## src/rtl/seg_scan_pkg.sv

```systemverilog
// Shared types and helpers for the 7-segment scan controller family.
package seg_scan_pkg;

    localparam int unsigned MAX_NDIG  = 8;
    localparam int unsigned FRAME_W   = 4 * MAX_NDIG;
    localparam int unsigned NIB_SEL_W = $clog2(FRAME_W);
    localparam int unsigned DP_SEL_W  = $clog2(MAX_NDIG);

    localparam logic [3:0] BLANK_NIB = 4'hF;

    typedef enum logic {
        ST_BLANK = 1'b0,
        ST_SHOW  = 1'b1
    } scan_state_e;

    // One display frame, padded to the widest supported digit count.
    typedef struct packed {
        logic                lzs;
        logic [MAX_NDIG-1:0] dp;
        logic [FRAME_W-1:0]  data;
    } frame_t;

    localparam frame_t FRAME_RST = '{lzs: 1'b0, dp: '0, data: '1};

    // Blank every zero digit above digit 0 that has only zeros above it.
    function automatic logic [FRAME_W-1:0] lzs_mask(input logic [FRAME_W-1:0] frame,
                                                    input int unsigned       ndig);
        logic [FRAME_W-1:0] res;
        logic               zrun;
        res  = frame;
        zrun = 1'b1;
        for (int unsigned i = MAX_NDIG - 1; i >= 1; i--) begin
            if (i < ndig) begin
                zrun = zrun && (frame[4*i +: 4] == 4'h0);
                if (zrun) begin
                    res[4*i +: 4] = BLANK_NIB;
                end
            end
        end
        return res;
    endfunction

endpackage

```

## src/rtl/seg_scan_ctrl_if.sv

```systemverilog
// Frame-load handshake between a display data source and the scan controller.
interface seg_scan_ctrl_if #(
    parameter int unsigned NDIG = 4
) ();

    logic              LD_VALID;
    logic              LD_READY;
    logic [4*NDIG-1:0] LD_DATA;
    logic [NDIG-1:0]   LD_DP;
    logic              LZS_EN;

    modport master (
        output LD_VALID,
        output LD_DATA,
        output LD_DP,
        output LZS_EN,
        input  LD_READY
    );

    modport slave (
        input  LD_VALID,
        input  LD_DATA,
        input  LD_DP,
        input  LZS_EN,
        output LD_READY
    );

endinterface

```

## src/rtl/seg_scan_ctrl_tick_gen.sv

```systemverilog
// Free-running prescaler: TICK is high for one cycle while the count sits at DIV-1.
module tick_gen #(
    parameter int unsigned DIV = 1000
) (
    input  logic CLK,
    input  logic RST_N,
    output logic TICK
);

    localparam int unsigned CNT_W = (DIV > 2) ? $clog2(DIV) : 1;

    logic [CNT_W-1:0] cnt_q;

    // TICK is registered one count early so it coincides with count = DIV-1.
    always_ff @(posedge CLK) begin
        if (!RST_N) begin
            cnt_q <= '0;
            TICK  <= 1'b0;
        end else begin
            cnt_q <= (cnt_q == CNT_W'(DIV - 1)) ? '0 : cnt_q + CNT_W'(1);
            TICK  <= (cnt_q == CNT_W'(DIV - 2));
        end
    end

endmodule

```

## src/rtl/seg_scan_ctrl.sv

```systemverilog
// Time-multiplexed N-digit common-anode 7-segment scan controller with
// frame-boundary loading, blanking between digits and leading-zero suppression.
module seg_scan_ctrl
    import seg_scan_pkg::*;
#(
    parameter int unsigned NDIG     = 4,
    parameter int unsigned DIV      = 1000,
    parameter int unsigned SHOW_TK  = 16,
    parameter int unsigned BLANK_TK = 1
) (
    input  logic             CLK,
    input  logic             RST_N,
    seg_scan_ctrl_if.slave   ld,
    output logic [3:0]       NIB,
    output logic             DP_N,
    output logic [NDIG-1:0]  AN_N,
    output logic             FRAME_END
);

    localparam int unsigned IDX_W  = $clog2(NDIG);
    localparam int unsigned TK_MAX = (SHOW_TK > BLANK_TK) ? SHOW_TK : BLANK_TK;
    localparam int unsigned TK_W   = (TK_MAX > 1) ? $clog2(TK_MAX) : 1;

    logic               tick;
    scan_state_e        state_q, state_d;
    logic [TK_W-1:0]    tk_q, tk_d;
    logic [IDX_W-1:0]   idx_q, idx_d;
    frame_t             pend_q, pend_d, act_q, act_d;
    logic               pend_vld_q, pend_vld_d;
    logic               ready_q, ready_d;
    logic               xfer_c, frame_end_c;
    logic [FRAME_W-1:0] disp_c;
    logic [3:0]         nib_d;
    logic               dp_n_d;
    logic [NDIG-1:0]    an_n_d;

    tick_gen #(.DIV(DIV)) u_tick (
        .CLK  (CLK),
        .RST_N(RST_N),
        .TICK (tick)
    );

    assign ld.LD_READY = ready_q;

    // Next-state, handshake and output decode.
    always_comb begin
        state_d     = state_q;
        tk_d        = tk_q;
        idx_d       = idx_q;
        frame_end_c = 1'b0;
        pend_d      = pend_q;

        if (tick) begin
            unique case (state_q)
                ST_BLANK: begin
                    if (tk_q == TK_W'(BLANK_TK - 1)) begin
                        state_d = ST_SHOW;
                        tk_d    = '0;
                    end else begin
                        tk_d = tk_q + TK_W'(1);
                    end
                end
                ST_SHOW: begin
                    if (tk_q == TK_W'(SHOW_TK - 1)) begin
                        state_d = ST_BLANK;
                        tk_d    = '0;
                        if (idx_q == IDX_W'(NDIG - 1)) begin
                            idx_d       = '0;
                            frame_end_c = 1'b1;
                        end else begin
                            idx_d = idx_q + IDX_W'(1);
                        end
                    end else begin
                        tk_d = tk_q + TK_W'(1);
                    end
                end
                default: state_d = ST_BLANK;
            endcase
        end

        // A load landing on the frame boundary stays pending; only older data commits.
        xfer_c = ld.LD_VALID & ready_q;
        if (xfer_c) begin
            pend_d = '{lzs:  ld.LZS_EN,
                       dp:   MAX_NDIG'(ld.LD_DP),
                       data: FRAME_W'(ld.LD_DATA)};
        end
        act_d      = (frame_end_c && pend_vld_q) ? pend_q : act_q;
        pend_vld_d = xfer_c || (pend_vld_q && !frame_end_c);
        ready_d    = !pend_vld_d;

        // Outputs follow the next state so the new digit's nibble is up for the whole blank.
        disp_c = act_d.lzs ? lzs_mask(act_d.data, NDIG) : act_d.data;
        nib_d  = disp_c[NIB_SEL_W'({idx_d, 2'b00}) +: 4];
        dp_n_d = ~act_d.dp[DP_SEL_W'(idx_d)];
        an_n_d = (state_d == ST_SHOW) ? ~(NDIG'(1) << idx_d) : '1;
    end

    always_ff @(posedge CLK) begin
        if (!RST_N) begin
            state_q    <= ST_BLANK;
            tk_q       <= '0;
            idx_q      <= '0;
            pend_q     <= FRAME_RST;
            act_q      <= FRAME_RST;
            pend_vld_q <= 1'b0;
            ready_q    <= 1'b1;
            NIB        <= BLANK_NIB;
            DP_N       <= 1'b1;
            AN_N       <= '1;
            FRAME_END  <= 1'b0;
        end else begin
            state_q    <= state_d;
            tk_q       <= tk_d;
            idx_q      <= idx_d;
            pend_q     <= pend_d;
            act_q      <= act_d;
            pend_vld_q <= pend_vld_d;
            ready_q    <= ready_d;
            NIB        <= nib_d;
            DP_N       <= dp_n_d;
            AN_N       <= an_n_d;
            FRAME_END  <= frame_end_c;
        end
    end

endmodule

```

## src/flat_wrapper.sv

```systemverilog
// flat-port wrapper written by rule: the top's interface ports become plain ports
module seg_scan_ctrl_flat import seg_scan_pkg::*;
#(
    parameter int unsigned NDIG     = 4,
    parameter int unsigned DIV      = 1000,
    parameter int unsigned SHOW_TK  = 16,
    parameter int unsigned BLANK_TK = 1
)
  (CLK, RST_N, NIB, DP_N, AN_N, FRAME_END, ld_LD_VALID, ld_LD_DATA, ld_LD_DP, ld_LZS_EN, ld_LD_READY);
  seg_scan_ctrl_if #(.NDIG(NDIG)) ld_i ();
  input  logic CLK;
  input  logic RST_N;
  output logic [3:0] NIB;
  output logic DP_N;
  output logic [NDIG-1:0] AN_N;
  output logic FRAME_END;
  input wire logic [$bits(ld_i.LD_VALID)-1:0] ld_LD_VALID;
  input wire logic [$bits(ld_i.LD_DATA)-1:0] ld_LD_DATA;
  input wire logic [$bits(ld_i.LD_DP)-1:0] ld_LD_DP;
  input wire logic [$bits(ld_i.LZS_EN)-1:0] ld_LZS_EN;
  output wire logic [$bits(ld_i.LD_READY)-1:0] ld_LD_READY;
  assign ld_i.LD_VALID = ld_LD_VALID;
  assign ld_i.LD_DATA = ld_LD_DATA;
  assign ld_i.LD_DP = ld_LD_DP;
  assign ld_i.LZS_EN = ld_LZS_EN;
  assign ld_LD_READY = ld_i.LD_READY;
  seg_scan_ctrl #(.NDIG(NDIG), .DIV(DIV), .SHOW_TK(SHOW_TK), .BLANK_TK(BLANK_TK)) u_core (.CLK(CLK), .RST_N(RST_N), .ld(ld_i), .NIB(NIB), .DP_N(DP_N), .AN_N(AN_N), .FRAME_END(FRAME_END));
endmodule
```

## config.mk

```make
export PLATFORM = sky130hd
export DESIGN_NAME = seg_scan_ctrl_flat
export DESIGN_NICKNAME = d
export VERILOG_FILES = /design/src/rtl/seg_scan_pkg.sv /design/src/rtl/seg_scan_ctrl_if.sv /design/src/rtl/seg_scan_ctrl_tick_gen.sv /design/src/rtl/seg_scan_ctrl.sv /design/src/flat_wrapper.sv
export SDC_FILE = /design/constraint.sdc
export NUM_CORES = 1
export LEC_CHECK = 0
export BUFFER_PORTS_ARGS = -buffer_cell sky130_fd_sc_hd__buf_2
export CORE_AREA = 2 2 90 92
export CTS_CLUSTER_SIZE = 25
export DETAILED_ROUTE_END_ITERATION = 7
export DIE_AREA = 0 0 92 94
export PLACE_DENSITY = 0.67
export SETUP_SLACK_MARGIN = 0.4
export SLEW_MARGIN = 20
export SYNTH_ARGS = -nofsm -noshare
export SYNTH_HDL_FRONTEND = slang
export SYNTH_SLANG_ARGS = --single-unit
```

## constraint.sdc

```tcl
create_clock -name CLK -period 4 [get_ports CLK]
set_input_delay 0.4 -clock CLK [delete_from_list [all_inputs] [get_ports CLK]]
set_output_delay 0.4 -clock CLK [all_outputs]
set_load 0.1 [all_outputs]
```

; Yosys cells after proc, flatten, opt, wreduce, memory -nomap -nowiden
; Cells that the tools add are included.
[totals]
reg_bits = 104
latchBits = 0
ram_bits = 0
romBits = 0
input_bits = 24
output_inout_bits = 11
elab_cells = 67
mem_count = 0
[op_classes]
n_addsub = 3
mul = 0
n_div = 0
magnitude_cmp = 1
eq_ne = 4
shifts = 2
n_mux = 22
n_bitwise = 5
reduce_logical = 13
[ops]
columns = operator, n
row1 = $mux W41, 1
row2 = $shiftx A32 B5 Y4, 1
row3 = $eq A10 B10 Y1 const B, 2
row4 = $mux W4, 5
row5 = $logic_not A4 Y1, 4
row6 = $mux W16, 1
row7 = $add A10 B1 Y10 const B, 1
row8 = $mux W1, 8
row9 = $mux W2, 4
row10 = $pmux W4 S2, 1
row11 = $add A4 B1 Y4 const B, 1
row12 = $eq A4 B4 Y1 const B, 1
row13 = $logic_and A1 B1 Y1, 4
row14 = $lt A2 B4 Y1 const B, 1
row15 = $not A4 Y4, 1
row16 = $shl A1 B2 Y4 const A, 1
row17 = $not A1 Y1, 3
row18 = $add A2 B1 Y2 const B, 1
row19 = $bmux W1 S2, 1
row20 = $eq A2 B2 Y1 const B, 1
row21 = $logic_not A1 Y1, 2
row22 = $pmux W1 S2, 1
row23 = $reduce_and A2 Y1, 1
row24 = $reduce_or A2 Y1, 1
row25 = 2 further kinds, 2

; Longest topological paths before layout
[logic_depth]
depth_word = 13
depth_mapped = 9
depth_no_buf = 7

; By module
; A second synthesis with hierarchy kept.
[hier_totals]
cells_unflattened = 356
hier_area_um2 = 3085.5
[modules_own_cells]
columns = mod, n_inst, cells_each, area_per_inst_um2, seq_area_each_um2
row1 = seg_scan_ctrl, 1, 306, 2585.0, 1221.2
row2 = tick_gen, 1, 50, 500.5, 220.2

; Worst setup path before layout
; No wires, ideal clock.
[synth_path]
kind = register -> register
from = register u_core.idx_q[1]
to = register u_core.act_q[15] in the netlist's numbering
setup_ns = 0.120
arrival_ns = 1.838
path_slack_ns = 2.042
path_stages_with_launch = 8
synth_period_minus_slack_ns = 1.958
cell_sequence = dfxtp_1 -> ha_1 -> nand2_1 -> or3_1 -> buf_6 -> buf_12 -> mux2_4 -> or2_1
[synth_between]
elab_chain_len = 7
[synth_rtl]
columns = element, line_no
row1 = "start, declared", seg_scan_ctrl.sv:27  ; logic [IDX_W-1:0] idx_q, idx_d;
row2 = "start signal, assigned", seg_scan_ctrl.sv:115  ; idx_q <= idx_d;
row3 = $eq A2 B2 Y1, seg_scan_ctrl.sv:67  ; if (idx_q == IDX_W'(NDIG - 1)) begin
row4 = $mux W1, seg_scan_ctrl.sv:67
row5 = $mux W1, seg_scan_ctrl.sv:64  ; if (tk_q == TK_W'(SHOW_TK - 1)) begin
row6 = $mux W1, seg_scan_ctrl.sv:54  ; unique case (state_q)
row7 = $mux W1, seg_scan_ctrl.sv:53  ; if (tick) begin
row8 = $logic_and A1 B1 Y1, seg_scan_ctrl.sv:88  ; act_d = (frame_end_c && pend_vld_q) ? pend_q : act_q;
row9 = $mux W41, seg_scan_ctrl.sv:88
row10 = "end signal, assigned", seg_scan_ctrl.sv:117  ; act_q <= act_d;
row11 = "end, declared", seg_scan_ctrl.sv:28  ; frame_t pend_q, pend_d, act_q, act_d;
; Every way passes these cells.
; A chain may end at the register's enable or synchronous reset.

; Worst setup path after layout
[layout_path]
from = register u_core.idx_q[0]
to = register u_core.NIB[0]
[layout_between]
elab_chain_len = 13
[layout_rtl]
columns = element, line_no
row1 = $eq A2 B2 Y1, seg_scan_ctrl.sv:67
row2 = $mux W1, seg_scan_ctrl.sv:67
row3 = $mux W1, seg_scan_ctrl.sv:64
row4 = $mux W1, seg_scan_ctrl.sv:54
row5 = $mux W1, seg_scan_ctrl.sv:53
row6 = $logic_and A1 B1 Y1, seg_scan_ctrl.sv:88
row7 = $mux W41, seg_scan_ctrl.sv:88
row8 = $logic_not A4 Y1, seg_scan_pkg.sv:34  ; zrun = zrun && (frame[4*i +: 4] == 4'h0);
row9 = $logic_and A1 B1 Y1 (2 in a row), seg_scan_pkg.sv:34
row10 = $mux W4, seg_scan_pkg.sv:35  ; if (zrun) begin
row11 = $mux W16, seg_scan_ctrl.sv:93  ; disp_c = act_d.lzs ? lzs_mask(act_d.data, NDIG) : act_d.data;
row12 = $shiftx A32 B5 Y4 (*), seg_scan_ctrl.sv:94  ; nib_d = disp_c[NIB_SEL_W'({idx_d, 2'b00}) +: 4];
row13 = "end signal, assigned", seg_scan_ctrl.sv:120  ; NIB <= nib_d;
row14 = "end, declared", seg_scan_ctrl.sv:14  ; output logic [3:0] NIB,
; Mark *: on every way between the ends. The rest lies on a longest branch, timed or not.

==> impl_metrics.ini <==
[placement]
port_buffers = 34
place_congestion = 0.8795
dp_slack_ns = 1.457
dp.final_hpwl_um = 4389

[sta]
min_period_ns = 2.581
hold_violations = 0
setup_ws_ns = 1.419
worstMarginPinSlew_ns = 1.038
slew_headroom = 0.3077
tns_ns = 0
skew_ns = 0.01296
rsz0062_at_grt = no
finalSetupViolations = 0
max_freq_mhz = 387.4
final_max_slew_viol_count = 0
fin_crit_sh = 0.6452

[final_layout]
n_antenna_cell = 0
synthToLayoutAreaGrowth_pct = 15.67
final_nets = 395
drive_gt1_frac = 0.1644

[critical_path]
timing.rr.end = u_core.NIB[0]
start_kind = register
r2r_setup_slack_ns = 1.42
critPathTopFamily = simple AND/OR/NAND/NOR gates
cp-end-kind = register
worstPathMaxFanout = 22
worstPathCellList = ha_1 > nand2_1 > or3_1 > mux2_2 > o21ai_0 > nand4bb_1
crit_type = register to register
slowest_stage = or3_1
r2r_cells = 6
r2r_start = u_core.idx_q[0]
crit_buf_inv = 0
required_ns = 4.23
slowest_delay_ns = 0.81
critPathArrivalTime_ns = 2.81

[power]
p_leak_nw = 1.369
power.density_nw_per_um2 = 453.8
ir_drop_mv = 0.1709

[yosys]
synth_edf_count = 0
yosysSeqAreaShare = 0.4865
synthCells = 335
async_flop_share = 0
ys_warn_count = 0
synth_seq_cells = 72
syn-num-nets = 364
syn_area_per_cell_um2 = 8.844
synth_cell_type_count = 45
netlist_area_um2 = 2963
synth_ff_type = dfxtp_1

[detailed_routing]
drt_iter0_drc = 133
firstDrtPassIters = 4
wirelength_um = 6427
ant_nets = 0
drc = 0
wl_per_cell_um = 13.59
vias_per_cell = 5.059
num_vias = 2393

[min_path]
min_to = u_core.pend_q[7]
hold_class = primary input to register
hold_start = ld_LD_DATA[7]
hold_depth = 3

[floorplan]
start_util = 0.3895
io_pins = 35
core_um2 = 7607
die-area_um2 = 8648
fp.dieH_um = 94
fp-row-count = 32
fp.dieW_um = 92

[clocking]
clk_path_buf_depth = 2
cts_sinks = 72
cts_resized = 0
htree_levels = 3
tritoncts = built
clock_latency_ns = 0.35
clock-root-buffer = clkbuf_8
cts_setup_buffers = 0
hold_buffers = 0
cts_buffers = 9
clkTransAtPathRegs_ns = 0.08

[grt]
grtUsageTotal = 0.1614
grt-ovfl-total = 0
grt_pass1_vias = 2237
antenna_found_initial = 0
grt_pass1_wl_um = 10810
grt_max_degree = 40

[run_status]
outcome = complete, no violations

[job]
maxCapViolCount = 0
==> layer usage <==
metal  part of all wire  global-route usage  up-vias  wire length [µm]
met5                  0                   0        -                 0
met4              0.021             0.07836        0               136
met3              0.049             0.03772       12               316
li1                   -                   -     1229                 -
met1               0.51              0.2265     1089              3273
met2               0.42              0.2322       63              2700
==> synth_stat cells, types with 3 or more instances <==
library cell | n | area (µm²)
a21oi_1 | 20 | 100.1
and3_1 | 8 | 50.05
clkbuf_1 | 11 | 41.29
dfxtp_1 | 72 | 1441
ha_1 | 5 | 62.56
inv_1 | 6 | 22.52
mux2_2 | 5 | 56.30
mux2i_1 | 11 | 110.1
nand2_1 | 70 | 262.8
nand2b_1 | 3 | 18.77
nand3_1 | 22 | 110.1
nand4_1 | 3 | 18.77
nand4bb_1 | 4 | 45.04
nor2_1 | 25 | 93.84
nor4_1 | 8 | 50.05
o21ai_0 | 13 | 65.06
o221ai_1 | 4 | 35.03
or2_1 | 4 | 25.02
xnor2_1 | 8 | 70.07
xor2_1 | 3 | 26.28
==> cell type report <==
cell class,count,area [µm²]
Inverter,7,26.28
Timing Repair Buffer,34,170.2
Tap cell,102,127.6
Clock inverter,6,112.6
Multi-Input combinational cell,242,1411
Fill cell,760,4180
Clock buffer,10,137.6
Sequential cell,72,1441
==> layout by cell type, fill, tap and decap left out, types with 3 or more instances in the layout <==
cell,count
mux2_2,5
ha_1,5
a21oi_1,20
inv_1,6
and3_1,8
clkbuf_8,10
nand3_1,22
xnor2_1,8
xor2_1,3
bufinv_16,3
nand2_1,70
or2_1,4
dfxtp_1,72
nand4_1,3
nand4bb_1,4
buf_2,34
nand2b_1,3
nor2_1,25
mux2i_1,11
nor4_1,8
o21ai_0,13
o221ai_1,4
==> state kept, by name, indices dropped and copies added, names as in the netlist, 2 cells and up <==
name	count
u_core.pend_q	21
u_core.NIB	4
u_core.idx_q	2
u_core.tk_q	4
u_core.AN_N	4
u_core.act_q	21
u_core.u_tick.cnt_q	10
==> report_power, final <==
group          internal (mW)  switching (mW)  leakage [nW]  total (mW)
registers              0.739          0.0207         0.587       0.760
logic                 0.0269          0.0545         0.654      0.0814
clock network          0.435           0.279         0.127       0.714
total                   1.20           0.355          1.37        1.56
==> kinds of logic after synthesis <==
family | after synthesis | share of synthesized area
muxes | 17 | 0.06123
adders and majority gates | 5 | 0.02111
AOI/OAI and AO/OA | 49 | 0.1018
buffers and inverters | 21 | 0.03716
xor gates and xnor gates | 11 | 0.03252
and+or+nand+nor | 160 | 0.2597
DFF | 72 | 0.4865
==> metrics by stage <==
step | std cells | power [mW] | utilization | hold slack (ns) | instance area (µm²)
2_1_floorplan | 335 | 0.8277 | - | 0.4258 | 2963
3_3_place_gp | 457 | 0.8560 | 0.4176 | 0.4400 | 3177
3_5_place_dp | 457 | 0.8581 | 0.4176 | 0.4499 | 3177
4_1_cts | 473 | 1.571 | 0.4505 | 0.2352 | 3427
5_1_grt | 473 | 1.611 | 0.4505 | 0.2449 | 3427
6_report | 473 | 1.555 | 0.4505 | 0.2523 | 3427
==> worst register-to-register path, cell delays in order, from the launching register on <==
cell and delay (ns):
dfxtp_1 0.48, ha_1 0.30, nand2_1 0.14, or3_1 0.81, mux2_2 0.46, o21ai_0 0.16, nand4bb_1 0.11
==> worst max-delay path by stage <==
stage                     from          endpoint  slack, ns  depth (start not counted)
2_1_floorplan  u_core.idx_q[1]  u_core.act_q[15]       2.04                          7
3_3_place_gp   u_core.idx_q[0]     u_core.NIB[2]       1.57                          6
3_5_place_dp   u_core.idx_q[0]     u_core.NIB[0]       1.46                          6
4_1_cts        u_core.idx_q[0]     u_core.NIB[0]       1.44                          6
5_1_grt        u_core.idx_q[0]     u_core.NIB[1]       1.27                          6
6_report       u_core.idx_q[0]     u_core.NIB[0]       1.42                          6
Power figures use the tool's default switching activity.
